## config.mk

```make
export PLATFORM = sky130hd
export DESIGN_NAME = regwb_arbiter
export DESIGN_NICKNAME = d
export VERILOG_FILES = /design/src/rtl/regwb_pkg.sv /design/src/rtl/regwb_arbiter_rr_pick.sv /design/src/rtl/regwb_arbiter.sv
export SDC_FILE = /design/constraint.sdc
export NUM_CORES = 1
export LEC_CHECK = 0
export ABC_AREA = 1
export BUFFER_PORTS_ARGS = -buffer_cell sky130_fd_sc_hd__buf_2
export CORE_AREA = 3 3 83 85
export CTS_BUF_LIST = sky130_fd_sc_hd__clkbuf_2 sky130_fd_sc_hd__clkbuf_4 sky130_fd_sc_hd__clkbuf_8
export DETAILED_ROUTE_END_ITERATION = 12
export DIE_AREA = 0 0 86 88
export PLACE_DENSITY_LB_ADDON = 0.05
export RECOVER_POWER = 50
export SLEW_MARGIN = 20
export SYNTH_ARGS = -nofsm -noshare
export SYNTH_HDL_FRONTEND = slang
export SYNTH_HIERARCHICAL = 1
export SYNTH_SLANG_ARGS = --single-unit
```

## constraint.sdc

```tcl
create_clock -name clk -period 2.87 [get_ports clk]
set_input_delay 0.574 -clock clk [delete_from_list [all_inputs] [get_ports clk]]
set_output_delay 0.574 -clock clk [all_outputs]
set_load 0.02 [all_outputs]
```

## src/rtl/regwb_pkg.sv

```systemverilog
// Shared definitions for the register-file write-back arbiter and its round-robin picker.
package regwb_pkg;

  localparam int DEF_NUM_REQ  = 3;
  localparam int DEF_ADDR_W   = 5;
  localparam int DEF_DATA_W   = 32;
  localparam int DEF_LOCK_MAX = 4;

  localparam int REQ_ALU    = 0;
  localparam int REQ_LOAD   = 1;
  localparam int REQ_MULDIV = 2;

  typedef enum logic [0:0] {
    ARB  = 1'b0,
    LOCK = 1'b1
  } arb_state_e;

  function automatic int idx_width(input int n);
    return (n > 1) ? $clog2(n) : 1;
  endfunction

endpackage

```

## src/rtl/regwb_arbiter_rr_pick.sv

```systemverilog
// Combinational round-robin picker: first set request at or after ptr, wrapping around.
module rr_pick
  import regwb_pkg::*;
#(
  parameter int N     = DEF_NUM_REQ,
  parameter int IDX_W = idx_width(N)
) (
  input  logic [N-1:0]     req,
  input  logic [IDX_W-1:0] ptr,
  output logic [N-1:0]     grant,
  output logic [IDX_W-1:0] idx
);

  logic found_s;
  logic hit_s;
  int   slot_s;

  // scan slots ptr, ptr+1, ... modulo N and keep only the first hit
  always_comb begin
    grant   = '0;
    idx     = '0;
    found_s = 1'b0;
    hit_s   = 1'b0;
    slot_s  = 0;
    for (int off = 0; off < N; off++) begin
      slot_s        = int'(ptr) + off;
      slot_s        = (slot_s >= N) ? (slot_s - N) : slot_s;
      hit_s         = ~found_s & req[slot_s];
      grant[slot_s] = hit_s;
      idx           = hit_s ? IDX_W'(slot_s) : idx;
      found_s       = found_s | hit_s;
    end
  end

endmodule

```

## src/rtl/regwb_arbiter.sv

```systemverilog
// Round-robin write-back arbiter for the register file write port, one-cycle output stage.
// Optional requester lock (req_lock port, ARB/LOCK FSM) is built when REGWB_LOCK_EN is defined.
module regwb_arbiter
  import regwb_pkg::*;
#(
  parameter int NUM_REQ = DEF_NUM_REQ,
  parameter int ADDR_W  = DEF_ADDR_W,
  parameter int DATA_W  = DEF_DATA_W
`ifdef REGWB_LOCK_EN
  ,
  parameter int LOCK_MAX = DEF_LOCK_MAX
`endif
) (
  input  logic                      clk,
  input  logic                      rst_n,
  input  logic [NUM_REQ-1:0]        req_valid,
  output logic [NUM_REQ-1:0]        req_ready,
  input  logic [NUM_REQ*ADDR_W-1:0] req_addr,
  input  logic [NUM_REQ*DATA_W-1:0] req_data,
`ifdef REGWB_LOCK_EN
  input  logic [NUM_REQ-1:0]        req_lock,
`endif
  input  logic                      rf_hold,
  output logic                      rf_reg_write,
  output logic [ADDR_W-1:0]         rf_write_reg,
  output logic [DATA_W-1:0]         rf_write_data,
  output logic                      inflight_valid,
  output logic [ADDR_W-1:0]         inflight_addr,
  output logic [DATA_W-1:0]         inflight_data
);

  localparam int IDX_W = idx_width(NUM_REQ);

  logic [IDX_W-1:0]   ptr_r;
  logic [IDX_W-1:0]   idx_s;
  logic [NUM_REQ-1:0] open_s;
  logic [NUM_REQ-1:0] elig_s;
  logic [NUM_REQ-1:0] grant_s;
  logic               accept_s;
  logic               wr_en_s;
  logic [ADDR_W-1:0]  sel_addr_s;
  logic [DATA_W-1:0]  sel_data_s;

  function automatic logic [IDX_W-1:0] wrap_inc(input logic [IDX_W-1:0] v);
    return (v == IDX_W'(NUM_REQ - 1)) ? '0 : (v + IDX_W'(1));
  endfunction

  assign open_s = rf_hold ? '0 : req_valid;

`ifdef REGWB_LOCK_EN
  localparam int CNT_W = $clog2(LOCK_MAX + 1);

  arb_state_e         state_r;
  logic [IDX_W-1:0]   owner_r;
  logic [CNT_W-1:0]   cnt_r;
  logic               cap_s;
  logic               lock_beat_s;
  logic [NUM_REQ-1:0] owner_mask_s;

  // at the cap only a lock-ending owner beat may still be granted
  assign cap_s        = (cnt_r == CNT_W'(LOCK_MAX));
  assign lock_beat_s  = req_lock[idx_s];
  assign owner_mask_s = (NUM_REQ'(1) << owner_r) & {NUM_REQ{~(cap_s & req_lock[owner_r])}};
  assign elig_s       = (state_r == LOCK) ? (open_s & owner_mask_s) : open_s;
`else
  assign elig_s = open_s;
`endif

  rr_pick #(
    .N     (NUM_REQ),
    .IDX_W (IDX_W)
  ) u_pick (
    .req   (elig_s),
    .ptr   (ptr_r),
    .grant (grant_s),
    .idx   (idx_s)
  );

  assign req_ready  = rst_n ? grant_s : '0;
  assign accept_s   = |req_ready;
  assign sel_addr_s = req_addr[idx_s*ADDR_W +: ADDR_W];
  assign sel_data_s = req_data[idx_s*DATA_W +: DATA_W];
  assign wr_en_s    = accept_s & (sel_addr_s != '0);

  // output stage: accepted beat drives the port for exactly one cycle; x0 writes become bubbles
  always_ff @(posedge clk or negedge rst_n) begin
    if (!rst_n) begin
      rf_reg_write  <= 1'b0;
      rf_write_reg  <= '0;
      rf_write_data <= '0;
    end else begin
      rf_reg_write  <= wr_en_s;
      rf_write_reg  <= wr_en_s ? sel_addr_s : '0;
      rf_write_data <= wr_en_s ? sel_data_s : '0;
    end
  end

  assign inflight_valid = rf_reg_write;
  assign inflight_addr  = rf_write_reg;
  assign inflight_data  = rf_write_data;

`ifdef REGWB_LOCK_EN
  // pointer and lock FSM: release hands priority to the requester after the owner
  always_ff @(posedge clk or negedge rst_n) begin
    if (!rst_n) begin
      ptr_r   <= '0;
      state_r <= ARB;
      owner_r <= '0;
      cnt_r   <= '0;
    end else begin
      case (state_r)
        ARB: begin
          if (accept_s) begin
            ptr_r <= wrap_inc(idx_s);
            if (lock_beat_s) begin
              state_r <= LOCK;
              owner_r <= idx_s;
              cnt_r   <= CNT_W'(1);
            end else begin
              state_r <= ARB;
            end
          end else begin
            ptr_r <= ptr_r;
          end
        end
        LOCK: begin
          if ((accept_s && !lock_beat_s) || cap_s) begin
            state_r <= ARB;
            ptr_r   <= wrap_inc(owner_r);
            cnt_r   <= '0;
          end else begin
            cnt_r <= cnt_r + CNT_W'(1);
          end
        end
        default: begin
          state_r <= ARB;
          cnt_r   <= '0;
        end
      endcase
    end
  end
`else
  // round-robin pointer advances past each accepted requester
  always_ff @(posedge clk or negedge rst_n) begin
    if (!rst_n) begin
      ptr_r <= '0;
    end else if (accept_s) begin
      ptr_r <= wrap_inc(idx_s);
    end else begin
      ptr_r <= ptr_r;
    end
  end
`endif

endmodule

```

==> impl_metrics.py <==
metrics = {
    "cells_and_area": {
        "register_area_um2": 1001,
        "n_antenna_cell": 0,
        "drive_gt1_share_pct": 39.18,
        "final_nets": 610,
        "multi_input_area_um2": 1095,
        "fillCellCount": 658,
        "syn_to_final_growth_pct": 33.62,
    },
    "synthesis": {
        "syn_area_um2": 2594,
        "ys.flop_type": "dfrtp_1",
        "synth_edf_count": 0,
        "synth.distinct_cells": 24,
        "synth_nets": 452,
        "ys_seq_elements": 40,
        "ys_seq_area_share_pct": 38.59,
        "synth_warnings": 6,
        "synth_cells": 331,
        "synthArstFlopShare_pct": 100.0,
        "syn-mean-instance-area_um2": 7.836,
    },
    "clock_tree": {
        "clkSinkCount": 40,
        "clk_pin_slew_worst_paths_ns": 0.08,
        "tritoncts": "done",
        "clk_latency_ns": 0.28,
        "cts_setup_buffers": 0,
        "cts_max_level": 2,
        "cts_hold_buf": 0,
        "root_buffer": "clkbuf_8",
        "cts.path.max_buffers": 2,
        "cts_buffers": 5,
    },
    "global_routing": {
        "grt_util_all_layers_pct": 19.54,
        "antenna_found_initial": 0,
        "grt_pass1_vias": 2466,
        "grt_pass1_wl_mm": 11.72,
        "overflow": 0,
        "grt_max_degree": 41,
    },
    "placement": {
        "place_hpwl_mm": 6.329,
        "numPortBuffers": 195,
        "gp_congestion": 0.9116,
    },
    "run_status": {
        "status": "complete, but fails checks",
        "failed_checks": "capacitance limit, slew limit",
    },
    "timing": {
        "timing.fmax_ghz": 0.3874,
        "period_share_pct": 89.94,
        "worst-slew-pin-transition_ns": 2.060,
        "slew_violations": 41,
        "slew_headroom_pct": -37.34,
        "setup-violations-final": 0,
        "final_hold_viol_count": 0,
        "fin_setup_tns_ns": 0,
        "rsz0062_at_grt": "no",
        "layout_min_cycle_time_ns": 2.581,
        "skew_ns": 0.004405,
    },
    "setup_path": {
        "max_stage_delay_ns": 0.44,
        "critPathTopFamily": "simple AND/OR/NAND/NOR gates",
        "cp.required_ns": 2.30,
        "worstPathCellList": "inv_1, ha_1, inv_2, nor2_2, nand2_1, nand2_2, nand3_1, nand2_1, nand2_1, nand2_1, nand2_1, inv_1, buf_2",
        "crit_buf_inv": 4,
        "r2r_end": "inflight_valid$_DFF_PN0_",
        "end_kind": "primary output",
        "crit_cells": 13,
        "start_kind": "register",
        "crit_top_cell": "nand2_1",
        "cp-startpoint": "ptr_r[1]$_DFFE_PN0P_",
        "crit_end": "req_ready[2]",
        "rrSetupSlack_ns": 0.31,
        "worstRegToRegCells": 18,
        "worst-path-max-fanout": 4,
        "rr_startpoint": "ptr_r[1]$_DFFE_PN0P_",
        "cp_slowest_cell": "dfrtp_1",
        "crit_type": "reg -> out",
        "worstPathArrival_ns": 2.01,
    },
    "job": {
        "cap_violations": 1,
    },
    "drt": {
        "drtIter0Drc": 75,
        "via_count": 2699,
        "route.final.wire_length_mm": 7.965,
        "drt_first_pass_iters": 4,
        "avgRoutedWirePerCell_um": 14.05,
        "postRouteAntennaNets": 0,
        "viasPerCell": 4.760,
        "drc": 0,
    },
    "die": {
        "core_area_um2": 6277,
        "die_area_um2": 7568,
        "initial_core_util_pct": 41.32,
        "die_w_um": 86,
        "placementRows": 29,
        "die_y_um": 88,
        "ioPinCount": 196,
    },
    "power_and_ir_drop": {
        "power_density_nw_per_um2": 1295,
        "finalPower_mw": 4.487,
        "p_leak_nw": 2.069,
        "peakVddDrop_mv": 0.6855,
    },
    "worst_hold_path": {
        "min_path_type": "in -> reg",
    },
}
[registers in the layout, summed over array words and instances (netlist names)]
name,cells
inflight_addr,5
inflight_data,32
inflight_valid,1
ptr_r,2
[what timing repair did]
item	in CTS	in global routing
pin swaps	0	1
setup endpoints to repair	8	35
endpoints found under the hold margin	0	0
gates cloned	0	1
gates resized for setup	1	7
[where the power goes]
part           total [mW]  internal, mW  switching (mW)  leakage (nW)
sequential          0.989         0.825           0.164         0.543
combinational        3.04         0.987            2.05          1.47
clock               0.458         0.262           0.196        0.0548
total                4.49          2.07            2.41          2.07
[cell usage after synthesis (all sizes together) (4+ instances only)]
cell type	count	area (um2)
nor2	67	271.5
inv	49	183.9
buf	48	360.3
nand2	44	187.7
dfrtp	40	1001
nand3	21	120.1
a221oi	20	175.2
a21oi	14	70.07
a22o	12	105.1
clkbuf	4	15.01
ha	4	50.05
o21ai	4	23.77
[routing by layer]
| metal | vias to the layer above | share of wire (%) | GRT usage [%] |
|---|---|---|---|
| met4 | 0 | 0.50 | 4.173 |
| met3 | 2 | 7.0 | 3.575 |
| li1 | 1344 | - | - |
| met5 | - | 0 | 0 |
| met2 | 108 | 53 | 35.95 |
| met1 | 1245 | 40 | 23.80 |
[placed cells by master (no fill, tap or decap), types with 2 or more instances in the layout]
cell / instances
buf_2: 155
nor2_1: 63
inv_1: 43
clkbuf_1: 41
dfrtp_1: 40
nand2_1: 39
a221oi_1: 20
nand3_1: 17
a21oi_1: 14
a22o_1: 12
inv_2: 6
buf_4: 6
clkbuf_8: 5
nand2_2: 3
nand4_1: 3
ha_1: 3
nor2_4: 2
nor2_2: 2
nand3_4: 2
nand2_8: 2
o21ai_1: 2
nand3_2: 2
[stage by stage]
| step | worst slack (ns) | utilization (%) | instance area (um2) | std cells | hold WS, ns |
|---|---|---|---|---|---|
| after floorplan | 0.4882 | - | 2594 | 331 | 0.2784 |
| after global placement | 0.08497 | 53.26 | 3343 | 558 | 0.5727 |
| after detailed placement | -0.01787 | 53.26 | 3343 | 558 | 0.5926 |
| after CTS | 0.1366 | 55.17 | 3463 | 566 | 0.4167 |
| after global routing | 0.05391 | 55.21 | 3466 | 567 | 0.5418 |
| final | 0.2888 | 55.21 | 3466 | 567 | 0.5319 |
[worst min path at each step]
| stage | start | endpoint | slack, ns | depth (start not counted) |
|---|---|---|---|---|
| after floorplan | rst_n | inflight_addr[0]$_DFF_PN0_ | 0.28 | 0 |
| after global placement | ptr_r[1]$_DFFE_PN0P_ | ptr_r[1]$_DFFE_PN0P_ | 0.57 | 1 |
| after detailed placement | ptr_r[1]$_DFFE_PN0P_ | ptr_r[1]$_DFFE_PN0P_ | 0.59 | 1 |
| after CTS | rst_n | inflight_data[17]$_DFF_PN0_ | 0.42 | 2 |
| after global routing | req_data[71] | inflight_data[7]$_DFF_PN0_ | 0.54 | 3 |
| final | req_data[66] | inflight_data[2]$_DFF_PN0_ | 0.53 | 3 |
[cell families after synthesis]
group / share of synthesized area, %
flops: 38.59
simple gates: 23.06
buf+inv: 21.56
fa+ha+maj: 1.930
compound gates: 14.42
mux: 0.4341
[tightest hold or removal path: cells and delay by family]
kind                   cells  cell delay (ns)
buffers and inverters      1             0.07
AO/OA/AOI/OAI              1             0.05
AND/OR/NAND/NOR            1             0.08
[area by class of cell]
type / count / area share, %
inverter: 49 / 5.307
timing repair buffer: 202 / 28.12
sequential: 40 / 28.88
clock inverter: 3 / 1.336
tap: 77 / 2.780
clock buffer: 5 / 1.986
multi-input combinational: 191 / 31.59
Note: power is estimated with default switching activity, not from simulation.
